## src/rtl/alu_muldiv.sv

```systemverilog
// Execute-stage ALU: single-cycle ops on c, iterative shift/add multiply and restoring divide on hi/lo.
// Latency: single-cycle ops and divide-by-zero 1 cycle; MUL/DIV WIDTH+2 cycles from start to done.
// Backpressure: busy is high while an iterative op runs; start is ignored (not queued) unless idle.
module alu_muldiv #(
  parameter int WIDTH = 32,
  parameter int CNTW  = $clog2(WIDTH)
) (
  input  logic             clk,
  input  logic             rst,
  input  logic             start,
  input  logic [3:0]       aluop,
  input  logic [WIDTH-1:0] a,
  input  logic [WIDTH-1:0] b,
  input  logic             flush,
  output logic [WIDTH-1:0] c,
  output logic [WIDTH-1:0] hi,
  output logic [WIDTH-1:0] lo,
  output logic             ovf,
  output logic             dz,
  output logic             busy,
  output logic             done
);

  localparam logic [3:0] OP_ADD  = 4'd0;
  localparam logic [3:0] OP_SUB  = 4'd1;
  localparam logic [3:0] OP_AND  = 4'd2;
  localparam logic [3:0] OP_OR   = 4'd3;
  localparam logic [3:0] OP_SLT  = 4'd4;
  localparam logic [3:0] OP_LUI  = 4'd5;
  localparam logic [3:0] OP_MULU = 4'd6;
  localparam logic [3:0] OP_MUL  = 4'd7;
  localparam logic [3:0] OP_DIVU = 4'd8;
  localparam logic [3:0] OP_DIV  = 4'd9;

  typedef enum logic [1:0] {IDLE, CALC, FIX} state_t;

  state_t state, state_nxt;

  // Iteration state: acc_hi is partial product / remainder, acc_lo is multiplier / quotient.
  logic [CNTW-1:0]    cnt;
  logic [WIDTH-1:0]   acc_hi, acc_lo, opb;
  logic               op_div, neg_q, neg_r;

  logic               is_mul, is_div, is_sgn, b_zero;
  logic [WIDTH-1:0]   mag_a, mag_b;
  logic [WIDTH-1:0]   add_res, sub_res, alu_res;
  logic               add_ovf, sub_ovf;
  logic [WIDTH:0]     mul_sum, div_sh, div_diff;
  logic [2*WIDTH-1:0] prod, prod_fix;
  logic [WIDTH-1:0]   q_fix, r_fix;

  assign is_mul = (aluop == OP_MULU) || (aluop == OP_MUL);
  assign is_div = (aluop == OP_DIVU) || (aluop == OP_DIV);
  assign is_sgn = (aluop == OP_MUL) || (aluop == OP_DIV);
  assign b_zero = (b == '0);

  // Signed ops iterate on magnitudes; the sign is restored in FIX.
  assign mag_a = (is_sgn && a[WIDTH-1]) ? -a : a;
  assign mag_b = (is_sgn && b[WIDTH-1]) ? -b : b;

  assign add_res = a + b;
  assign sub_res = a - b;
  assign add_ovf = (a[WIDTH-1] == b[WIDTH-1]) && (add_res[WIDTH-1] != a[WIDTH-1]);
  assign sub_ovf = (a[WIDTH-1] != b[WIDTH-1]) && (sub_res[WIDTH-1] != a[WIDTH-1]);

  // One shift/add multiply step and one restoring-subtract divide step.
  assign mul_sum  = {1'b0, acc_hi} + (acc_lo[0] ? {1'b0, opb} : '0);
  assign div_sh   = {acc_hi, acc_lo[WIDTH-1]};
  assign div_diff = div_sh - {1'b0, opb};

  assign prod     = {acc_hi, acc_lo};
  assign prod_fix = neg_q ? -prod : prod;
  assign q_fix    = neg_q ? -acc_lo : acc_lo;
  assign r_fix    = neg_r ? -acc_hi : acc_hi;

  assign busy = (state != IDLE);

  // Single-cycle result select; unknown opcodes produce zero.
  always_comb begin
    alu_res = '0;
    case (aluop)
      OP_ADD:  alu_res = add_res;
      OP_SUB:  alu_res = sub_res;
      OP_AND:  alu_res = a & b;
      OP_OR:   alu_res = a | b;
      OP_SLT:  alu_res = {{(WIDTH-1){1'b0}}, ($signed(a) < $signed(b))};
      OP_LUI:  alu_res = {b[WIDTH/2-1:0], {(WIDTH/2){1'b0}}};
      default: alu_res = '0;
    endcase
  end

  // State register.
  always_ff @(posedge clk) begin
    if (rst) state <= IDLE;
    else     state <= state_nxt;
  end

  // Next-state: iterative ops enter CALC, divide-by-zero completes from IDLE, flush aborts.
  always_comb begin
    state_nxt = state;
    case (state)
      IDLE: begin
        if (start && (is_mul || (is_div && !b_zero))) state_nxt = CALC;
      end
      CALC: begin
        if (flush)            state_nxt = IDLE;
        else if (cnt == '0)   state_nxt = FIX;
      end
      FIX:     state_nxt = IDLE;
      default: state_nxt = IDLE;
    endcase
  end

  // Datapath and output registers.
  always_ff @(posedge clk) begin
    if (rst) begin
      c      <= '0;
      hi     <= '0;
      lo     <= '0;
      ovf    <= 1'b0;
      dz     <= 1'b0;
      done   <= 1'b0;
      cnt    <= '0;
      acc_hi <= '0;
      acc_lo <= '0;
      opb    <= '0;
      op_div <= 1'b0;
      neg_q  <= 1'b0;
      neg_r  <= 1'b0;
    end else begin
      done <= 1'b0;
      case (state)
        IDLE: begin
          if (start) begin
            if (is_mul || (is_div && !b_zero)) begin
              acc_hi <= '0;
              acc_lo <= is_mul ? mag_b : mag_a;
              opb    <= is_mul ? mag_a : mag_b;
              op_div <= is_div;
              neg_q  <= is_sgn && (a[WIDTH-1] ^ b[WIDTH-1]);
              neg_r  <= is_sgn && a[WIDTH-1];
              cnt    <= CNTW'(WIDTH - 1);
            end else if (is_div) begin
              dz   <= 1'b1;
              lo   <= '1;
              hi   <= a;
              done <= 1'b1;
            end else begin
              c <= alu_res;
              if (aluop == OP_ADD) ovf <= add_ovf;
              if (aluop == OP_SUB) ovf <= sub_ovf;
              done <= 1'b1;
            end
          end
        end
        CALC: begin
          if (!flush) begin
            cnt <= cnt - 1'b1;
            if (op_div) begin
              if (div_diff[WIDTH]) begin
                acc_hi <= div_sh[WIDTH-1:0];
                acc_lo <= {acc_lo[WIDTH-2:0], 1'b0};
              end else begin
                acc_hi <= div_diff[WIDTH-1:0];
                acc_lo <= {acc_lo[WIDTH-2:0], 1'b1};
              end
            end else begin
              acc_hi <= mul_sum[WIDTH:1];
              acc_lo <= {mul_sum[0], acc_lo[WIDTH-1:1]};
            end
          end
        end
        FIX: begin
          if (!flush) begin
            if (op_div) begin
              hi <= r_fix;
              lo <= q_fix;
              dz <= 1'b0;
            end else begin
              hi <= prod_fix[2*WIDTH-1:WIDTH];
              lo <= prod_fix[WIDTH-1:0];
            end
            done <= 1'b1;
          end
        end
        default: ;
      endcase
    end
  end

endmodule

```

## config.mk

```make
export PLATFORM = sky130hd
export DESIGN_NAME = alu_muldiv
export DESIGN_NICKNAME = d
export VERILOG_FILES = /design/src/rtl/alu_muldiv.sv
export SDC_FILE = /design/constraint.sdc
export NUM_CORES = 1
export LEC_CHECK = 0
export CAP_MARGIN = 10
export CORE_UTILIZATION = 40
export DETAILED_ROUTE_END_ITERATION = 12
export GPL_ROUTABILITY_DRIVEN = 1
export GPL_TIMING_DRIVEN = 0
export REMOVE_ABC_BUFFERS = 1
export SLEW_MARGIN = 20
export SYNTH_ARGS = -nofsm -noshare
export SYNTH_HDL_FRONTEND = slang
export SYNTH_SLANG_ARGS = --single-unit
```

## constraint.sdc

```tcl
create_clock -name clk -period 3.5 [get_ports clk]
set_input_delay 0.7 -clock clk [delete_from_list [all_inputs] [get_ports clk]]
set_output_delay 0.7 -clock clk [all_outputs]
set_load 0.03 [all_outputs]
```

==> run summary, run 1 <==
GPL Wtd Cong -> 0.9760
Netlist cell types -> 81
Rows -> 82
setup violators final -> 2
flops & latches, synth -> 205
largest net degree at the start of global routing -> 89
Detail Route Antenna Nets -> 0
average wire per standard cell -> 24.70 um
Hold Path Sink -> opb[10]
ranking of synthesized cells by area -> dfxtp_1 20%, ha_1 11%, xnor2_1 6.2%
hpwl dp -> 66380 um
Worst Setup Path Type -> in -> reg
fraction of registers with async set/reset -> 0%
Final Cycle Share -> 101.1%
minimum clock period -> 3.540 ns
RSZ-0062 raised after global routing -> yes
Worst Path Max Fanout -> 9
Reg clk slew, reported paths -> 0.07 ns
Max Clock Freq -> 282.5 MHz
Cells after Synth -> 2838
Die Y -> 227.6 um
violated checks -> negative setup slack
Post-synth top flop -> dfxtp_1
Pwr per Cell Area -> 325.2 nW/um^2
Final Power -> 0.008029 W
worst reg2reg setup slack -> 0.01 ns
routed wire length -> 89060 um
P&R area growth vs syn -> 21.31%
All-Layer GR Usage -> 33.50%
worst-case clock skew -> 0.01148 ns
crit path DAT -> 4.03 ns
Root Buffer -> clkbuf_16
Hold Crit Start -> opb[10]
Final nets -> 3168
Critical Path RT -> 3.99 ns
Post-synth EDFFs -> 0
Synth area leader -> dfxtp_1
Reg2Reg Capture Point -> hi[26]
DRT iter0 DRCs -> 2189
worst hold path type -> reg -> reg
Die Span X -> 227.6 um
fin worst setup slack -> -0.03983 ns
Via-to-Cell Ratio -> 6.216
layout cells sized above 1 -> 11.80%
total number of vias -> 22410
drt drc -> 0
worst vdd ir -> 0.3532 mV
Reg area -> 4134 sq um
CORE AREA -> 50170 sq um
H-tree levels -> 1
global-route wire length before repair -> 131900 um
Synth warnings -> 0
Hold Path Cell Cnt -> 2
CTS Buffer Depth -> 3
syn_area_per_cell -> 7.171 sq um
Fill cells -> 4994
maxcap violations -> 0
IO Pins -> 172
initial antenna violation count -> 0
Die Footprint -> 51790 sq um
Worst-Margin Slew -> 1.090 ns
Worst-Skew Late Latency -> 0.58 ns
Reg2Reg Depth -> 10
Seq/Total Area, Yosys -> 20.16%
most frequent cells in the layout -> 306 x nand2_1, 289 x nor2_1, 236 x a21oi_1, 189 x dfxtp_1, 165 x o21ai_0
Reg2Reg Launch Point -> acc_lo[10]
Final Max Slew Viols -> 0
multi-input logic area -> 15810 sq um
CTS Sinks -> 205
Starting Density -> 40.57%
mapped cell area -> 20350 sq um
most common cell after layout, fill and taps aside -> nand2_1
leak pwr -> 9.440 nW
Overflow after GRT -> 0
startpoint types -> primary input
CTS buffer count -> 27
Slew HR -> 27.32%
post-cts hold buffer count -> 0
IO Port Bufs -> 171
vias in the first global route -> 21530
Critical Path Sink Type -> flop
DRT Pass-1 Iters -> 6
post-synth top area share -> 20.16%
status -> finished with violations
count of final hold-check violations -> 0
pre-CTS setup slack -> -2.018 ns
CTS tree -> yes
diode count -> 0
-- logic make-up after synthesis --
kind of cell             count (synthesis)  share of synthesized area, %
flip-flops                             205                         20.16
multiplexers                            61                         3.154
AO/OA/AOI/OAI                          925                         29.70
adder cells (fa/ha/maj)                183                         11.40
XOR/XNOR                               200                         8.607
buffers and inverters                  348                         6.486
AND/OR/NAND/NOR                        916                         20.49
-- timing repair --
action | in CTS | in global routing
endpoints found under the setup margin | 197 | 97
cloned | 6 | 1
pin swaps | 19 | 18
setup buffers | 19 | 16
resized for setup | 246 | 115
-- worst max path at each step --
stage                          start          to  slack (ns)
final                          b[11]         ovf       -0.04
after global routing      acc_hi[28]   acc_hi[0]       -0.09
after CTS                      a[11]         ovf       0.001
after detailed placement        b[9]  acc_hi[19]       -2.02
after global placement           rst  acc_hi[27]       -6.59
after floorplan           acc_lo[31]  acc_hi[31]       -2.10
-- power breakdown --
group / switching (W) / internal, W
combinational: 0.00154 / 0.000954
clock: 0.00120 / 0.00181
sequential: 0.000115 / 0.00241
total: 0.00285 / 0.00518
-- stage by stage --
stage	setup TNS, ns	utilization [%]	instances	instance area, sq um	hold WS (ns)
floorplan	-231.01	-	2648	19630	0.4258
global placement	-995.05	44.20	3491	22180	0.4407
detailed placement	-278.79	45.35	3515	22750	0.4464
CTS	0	48.39	3588	24280	0.4533
global route	-0.2440	49.21	3605	24690	0.4723
finish	-0.04330	49.21	3605	24690	0.4514
-- layer usage --
layer | wire, um | GRT usage (%) | share of wire [%] | vias to the layer above
met5 | 0 | 0 | 0 | -
met4 | 4931 | 17.41 | 5.5 | 0
met3 | 5784 | 3.885 | 6.5 | 242
met2 | 40180 | 54.32 | 45 | 1015
met1 | 38170 | 43.59 | 43 | 10750
li1 | - | - | - | 10400
-- sequential cells by signal, indices dropped and copies added, names as in the netlist --
signal  cells
neg_r       1
neg_q       1
c          32
hi         32
opb        32
done        1
lo         32
dz          1
acc_lo     32
cnt         5
acc_hi     32
state       2
op_div      1
ovf         1
-- synth_stat cells (all sizes together) (17+ instances only) --
| cell | n |
|---|---|
| nor4 | 28 |
| o21bai | 25 |
| o31ai | 36 |
| dfxtp | 205 |
| a211oi | 66 |
| mux2i | 45 |
| a22oi | 50 |
| or3 | 31 |
| o211ai | 54 |
| or4 | 20 |
| ha | 179 |
| nand3 | 48 |
| nand2b | 19 |
| a21o | 46 |
| xor2 | 56 |
| clkbuf | 170 |
| a21oi | 247 |
| nor3 | 66 |
| buf | 20 |
| a31oi | 17 |
| nand4 | 20 |
| o22ai | 18 |
| nor2b | 22 |
| xnor2 | 144 |
| a311oi | 32 |
| nor2 | 298 |
| nand2 | 309 |
| inv | 158 |
| o21ai | 195 |
-- critical path: stages --
cell             delay (ns)
clkdlybuf4s15_2        0.33
inv_2                  0.10
ha_2                   0.35
or4_1                  0.57
a311oi_4               0.38
o311ai_4               0.17
a32oi_4                0.32
a311oi_2               0.19
o31a_1                 0.37
xnor2_1                0.15
nand3_1                0.09
a311oi_1               0.31
-- layout make-up --
type | instances | share of cell area, %
clock buffers | 37 | 3.091
repair inverters | 1 | 0.02027
flip-flops and latches | 205 | 16.74
well taps | 672 | 3.405
multi-input cells | 2291 | 64.05
inverters | 158 | 2.493
clock inverters | 12 | 0.7095
repair buffers | 229 | 9.487
(Power assumes the default switching activity.)
==> inputs of run 2 (changes only) <==
clock period = 4.4 ns   (was 3.5 ns; I/O delays follow)
==> run 2 against run 1 <==
  * The flow now finishes without violations
  * Wire length fell by 2.5%
  * Die area unchanged
  * Clock skew grew 0.0022 ns
  * Sequential share of layout area rose by 0.46 points
  * Clock power decreased by 20%
  * Register-to-register slack gained 0.22 ns
  * Total power is 22% lower
  * Final area is 3.3% lower
  * Global-route usage fell by 0.68 points
  * First-iteration DRC count fell by 4.1%
  * Hold slack lost 0.0014 ns
  * Combinational power fell by 26%
  * Critical path type unchanged
  * Critical endpoint unchanged
  * Highest routed layer unchanged
==> run summary, run 2 (synthesized netlist as in run 1, its figures left out) <==
status -> complete, no violations
Final nets -> 3133 (-1.1%)
routed wire length -> 86840 um (-2.5%)
fin worst setup slack -> 0.05568 ns (+0.09551 ns)
worst hold path type -> reg -> reg
CTS tree -> yes
minimum clock period -> 4.344 ns
Critical Path Sink Type -> flop
Worst-Skew Late Latency -> 0.58 ns (about the same)
Worst Path Max Fanout -> 6 (-3)
slowest CP cell -> clkdlybuf4s15_1
global-route wire length before repair -> 129200 um (-2.1%)
startpoint types -> primary input
RSZ-0062 raised after global routing -> no
Final Cycle Share -> 98.73%
hold slack -> 0.4501 ns (-0.001353 ns)
Rows -> 82 (unchanged)
largest net degree at the start of global routing -> 89 (unchanged)
Overflow after GRT -> 0 (unchanged)
crit-path leading delay family -> compound AO/OA/AOI/OAI gates
DRT Pass-1 Iters -> 6 (unchanged)
Util after Layout -> 47.61% (-1.6 points)
count of final hold-check violations -> 0 (unchanged)
hpwl dp -> 66380 um (unchanged)
IO Pins -> 172 (unchanged)
Worst Setup Path Type -> in -> reg
leak pwr -> 9.273 nW (-1.8%)
Max Clock Freq -> 230.2 MHz
Die Y -> 227.6 um (unchanged)
Worst-Margin Slew -> 1.118 ns (+0.02804 ns)
worst vdd ir -> 0.2832 mV (-20%)
CP peak stage delay -> 0.53 ns (-0.04 ns)
maxcap violations -> 0 (unchanged)
Reg clk slew, reported paths -> 0.07 ns (about the same)
Final Max Slew Viols -> 0 (unchanged)
most frequent cells in the layout -> 307 x nand2_1, 291 x nor2_1, 244 x a21oi_1, 203 x dfxtp_1, 178 x ha_1
pre-CTS setup slack -> -1.298 ns (+0.7200 ns)
CTS Sinks -> 205 (unchanged)
Slew HR -> 25.45% (-1.9 points)
most common cell after layout, fill and taps aside -> nand2_1
DRT iter0 DRCs -> 2100 (-4.1%)
crit path DAT -> 4.84 ns (+0.81 ns)
critical path, cell by cell -> clkdlybuf4s15_1, inv_1, ha_1, nor2b_1, or4_1, a311oi_4, o311ai_4, a32oi_2, a311oi_2, o31a_1, xnor2_1, nand3_1, a311oi_1
Die Footprint -> 51790 sq um (unchanged)
Die Span X -> 227.6 um (unchanged)
Root Buffer -> clkbuf_16
CORE AREA -> 50170 sq um (unchanged)
Setup TNS Final -> 0 ns (+0.04330 ns)
Via-to-Cell Ratio -> 6.154 (-1.0%)
average wire per standard cell -> 24.33 um (-1.5%)
All-Layer GR Usage -> 32.82% (-0.68 points)
IO Port Bufs -> 171 (unchanged)
CTS buffer count -> 27 (unchanged)
Critical path buffers and inverters -> 2 (unchanged)
placed cell count -> 3515 (unchanged)
fin cells -> 3570 (-0.97%)
total number of vias -> 21970 (-2.0%)
Pwr per Cell Area -> 261.9 nW/um^2 (-19%)
Critical Path RT -> 4.90 ns (+0.91 ns)
Detail Route Antenna Nets -> 0 (unchanged)
Starting Density -> 40.57% (unchanged)
initial antenna violation count -> 0 (unchanged)
drt drc -> 0 (unchanged)
H-tree levels -> 1 (unchanged)
CTS Buffer Depth -> 3 (unchanged)
layout cells sized above 1 -> 5.556% (-6.2 points)
setup violators final -> 0 (-2)
Fill cells -> 5070 (+1.5%)
diode count -> 0 (unchanged)
GPL Wtd Cong -> 0.9760 (unchanged)
vias in the first global route -> 21190 (-1.6%)
P&R area growth vs syn -> 17.36%
worst-case clock skew -> 0.01368 ns (+0.002200 ns)
[run 2: worst paths after layout]
kind / start / end / slack [ns] / cells after the start
setup / recovery: b[6] / ovf / 0.06 / 13
hold reg to reg: opb[10] / opb[10] / 0.45 / 2
hold / removal: opb[10] / opb[10] / 0.45 / 2
setup reg to reg: acc_lo[0] / acc_hi[31] / 0.23 / 14
[run 2: power by group]
group	switching, W	total [W]	internal (W)
Combinational	0.00116	0.00185	0.000688
Sequential	0.0000889	0.00201	0.00192
Clock	0.000956	0.00240	0.00144
Total	0.00220	0.00625	0.00405
[run 2: worst register-to-register path: stages, from the launching register on]
cell and delay (ns):
dfxtp_1 0.60, and2_1 0.20, ha_1 0.20, inv_1 0.07
fa_1 0.42, nor2b_1 0.13, o21ai_1 0.09, a21boi_0 0.33
o21a_1 0.19, o31a_1 0.25, o21ai_1 0.25, o21ai_1 0.35
o21ai_1 0.21, o311a_1 0.42, a2111oi_0 0.34
[run 2: cell type report]
class,count,area (sq um),share of cell area [%]
clock buffer,37,763.2,3.196
clock inverter,12,175.2,0.7334
inverter,158,595.6,2.494
multi-input combinational,2289,15210,63.69
sequential,205,4109,17.20
tap,672,840.8,3.520
timing repair buffer,197,2188,9.162
[run 2: timing repair]
item                                    CTS  global route
gates resized for setup                  24            31
gates cloned                              2             2
buffers inserted                          1             1
hold buffers                              0             0
hold endpoints to repair                  0             0
endpoints found under the setup margin  104            33
pin swaps                                 2             3
[run 2: per-stage QoR]
step | cell area (sq um) | power [W]
floorplan | 19630 | 0.003147
global placement | 22180 | 0.003794
detailed placement | 22750 | 0.003818
CTS | 23770 | 0.006229
global route | 23880 | 0.006505
finish | 23880 | 0.006255
[run 2: routing by layer]
| layer | part of all wire, % | global-route usage [%] | vias to the layer above |
|---|---|---|---|
| met5 | 0 | 0 | - |
| met4 | 5.2 | 16.39 | 0 |
| met3 | 6.2 | 3.407 | 197 |
| met2 | 45 | 53.16 | 919 |
| met1 | 44 | 43.24 | 10540 |
| li1 | - | - | 10320 |
==> inputs of run 3 (changes only) <==
CAP_MARGIN = default   (was 10)
CORE_MARGIN = 4   (was default)
CTS_BUF_LIST = sky130_fd_sc_hd__clkbuf_4 sky130_fd_sc_hd__clkbuf_8   (was default)
==> run 3 against run 2 <==
  * Maximum frequency increased by 0.67%
  * Cell count increased by 0.64%
  * Clock-buffer cell count increased by 25
  * Critical path type unchanged
  * Critical endpoint is now c[28]
==> run summary, run 3 (synthesized netlist as in run 1, its figures left out) <==
wire length on met1 -> 38010 um (+0.53%)
most common cell after layout, fill and taps aside -> nand2_1
post-cts hold buffer count -> 0 (unchanged)
slowest CP cell -> clkdlybuf4s50_1
Worst Setup Path Type -> in -> reg
P&R area growth vs syn -> 16.81%
total number of vias -> 22170 (+0.91%)
Final nets -> 3149 (+0.51%)
Critical Path Sink Type -> flop
fin cells -> 3593 (+0.64%)
DRT Pass-1 Iters -> 5 (-1)
Die Y -> 233.6 um (+2.6%)
Die Footprint -> 54550 sq um (+5.3%)
worst vdd ir -> 0.1662 mV (-41%)
H-tree levels -> 2 (+1)
All-Layer GR Usage -> 31.17% (-1.7 points)
Worst Path Max Fanout -> 9 (+3)
Starting Density -> 40.48% (-0.083 points)
hpwl dp -> 67520 um (+1.7%)
Via-to-Cell Ratio -> 6.170 (+0.26%)
CTS Buffer Depth -> 3 (unchanged)
largest net degree at the start of global routing -> 101 (+13%)
Root Buffer -> clkbuf_8
vias in the first global route -> 21430 (+1.1%)
leak pwr -> 9.293 nW (+0.21%)
Final Max Slew Viols -> 0 (unchanged)
status -> complete, no violations
count of final hold-check violations -> 0 (unchanged)
startpoint types -> primary input
Reg clk slew, reported paths -> 0.06 ns (about the same)
Fill cells -> 5081 (+0.22%)
setup violators final -> 0 (unchanged)
Worst-Skew Late Latency -> 0.62 ns (+0.04 ns)
Slew HR -> 16.65% (-8.8 points)
Setup TNS Final -> 0 ns (unchanged)
CTS Sinks -> 205 (unchanged)
layout cells sized above 1 -> 6.436% (+0.88 points)
global-route wire length before repair -> 132000 um (+2.2%)
DRT iter0 DRCs -> 2145 (+2.1%)
critical path, cell by cell -> clkdlybuf4s50_1, inv_1, ha_1, nand3_1, or2_2, a211oi_1, o21bai_1, a21oi_1, a41oi_1, a2111o_1, o211ai_1, xnor2_1, o21ai_0
drt drc -> 0 (unchanged)
Overflow after GRT -> 0 (unchanged)
CP peak stage delay -> 0.72 ns (+0.19 ns)
Pwr per Cell Area -> 253.3 nW/um^2 (-3.3%)
diode count -> 0 (unchanged)
crit path DAT -> 4.80 ns (-0.04 ns)
worst hold path type -> reg -> reg
CTS buffer count -> 41 (+52%)
initial antenna violation count -> 0 (unchanged)
minimum clock period -> 4.315 ns (-0.02904 ns)
Worst-Margin Slew -> 1.241 ns (+0.1224 ns)
Detail Route Antenna Nets -> 0 (unchanged)
worst reg2reg setup slack -> 0.26 ns (+0.03 ns)
met2 WL -> 39980 um (+2.4%)
CTS tree -> yes
CORE AREA -> 50270 sq um (+0.20%)
met3 wire length -> 5637 um (+4.0%)
IO Port Bufs -> 171 (unchanged)
average wire per standard cell -> 24.46 um (+0.55%)
Util after Layout -> 47.29% (-0.32 points)
Rows -> 82 (unchanged)
Critical Path RT -> 4.89 ns (about the same)
highest routed layer -> met4
routed wire length -> 87880 um (+1.2%)
maxcap violations -> 0 (unchanged)
worst-case clock skew -> 0.01810 ns (+0.004419 ns)
Max Clock Freq -> 231.7 MHz (+0.67%)
GPL Wtd Cong -> 1.005 (+3.0%)
Final Cycle Share -> 98.07% (-0.66 points)
most frequent cells in the layout -> 308 x nand2_1, 291 x nor2_1, 245 x a21oi_1, 202 x dfxtp_1, 177 x ha_1
placed cell count -> 3513 (-0.057%)
IO Pins -> 172 (unchanged)
Die Span X -> 233.6 um (+2.6%)
-- run 3: cell count changes in the layout (fill, tap and decap cells not counted), moves of 4 or more --
cell | before | now
clkbuf_1 | 5 | 0
clkdlybuf4s15_1 | 4 | 0
clkbuf_8 | 5 | 50
clkbuf_16 | 27 | 0
clkbuf_4 | 0 | 12
-- run 3: metrics by stage --
step / hold slack, ns / setup WS [ns] / total power, W / instance area [sq um]
after floorplan: 0.4258 / -1.316 / 0.003147 / 19630
after global placement: 0.4417 / -5.645 / 0.003810 / 22180
after detailed placement: 0.4464 / -2.122 / 0.003837 / 22720
after CTS: 0.4527 / 0.04018 / 0.006016 / 23680
after global routing: 0.4732 / -0.03971 / 0.006271 / 23770
final: 0.4523 / 0.08472 / 0.006021 / 23770
-- run 3: worst max-delay path, delay by kind of cell --
kind,cells,cell delay (ns)
buffers and inverters,2,0.90
and+or+nand+nor,2,0.46
AOI/OAI and AO/OA,7,1.89
adders and majority gates,1,0.50
xor gates and xnor gates,1,0.15
-- run 3: final cells by class --
class | instances | area, sq um | area share [%]
clock buffer | 62 | 778.2 | 3.274
timing repair buffer | 200 | 2201 | 9.257
sequential | 205 | 4110 | 17.29
clock inverter | 8 | 68.82 | 0.2895
multi-input combinational | 2288 | 15180 | 63.85
tap | 672 | 840.8 | 3.537
inverter | 158 | 595.6 | 2.505
-- run 3: power by group --
group	switching, W	internal [W]	total (W)
registers	0.0000896	0.00192	0.00201
logic	0.00118	0.000694	0.00187
clock network	0.000954	0.00118	0.00214
-- run 3: layer usage --
metal  vias to the layer above  GRT usage (%)
met3                       195          4.329
li1                      10360              -
met5                         -              0
met2                       965          50.85
met1                     10650          41.07
met4                         0          13.52
-- run 3: timing repair --
action / 4_1_cts / 5_1_grt
endpoints found under the setup margin: 115 / 51
setup buffers: 3 / 4
resized for setup: 23 / 30
pin swaps: 4 / 3
gates cloned: 3 / 0
-- run 3: worst paths after layout --
kind | cells after the start | startpoint | end
min reg2reg | 2 | opb[7] | opb[7]
min | 2 | opb[7] | opb[7]
max | 13 | b[11] | c[28]
max reg2reg | 18 | acc_lo[31] | acc_hi[6]
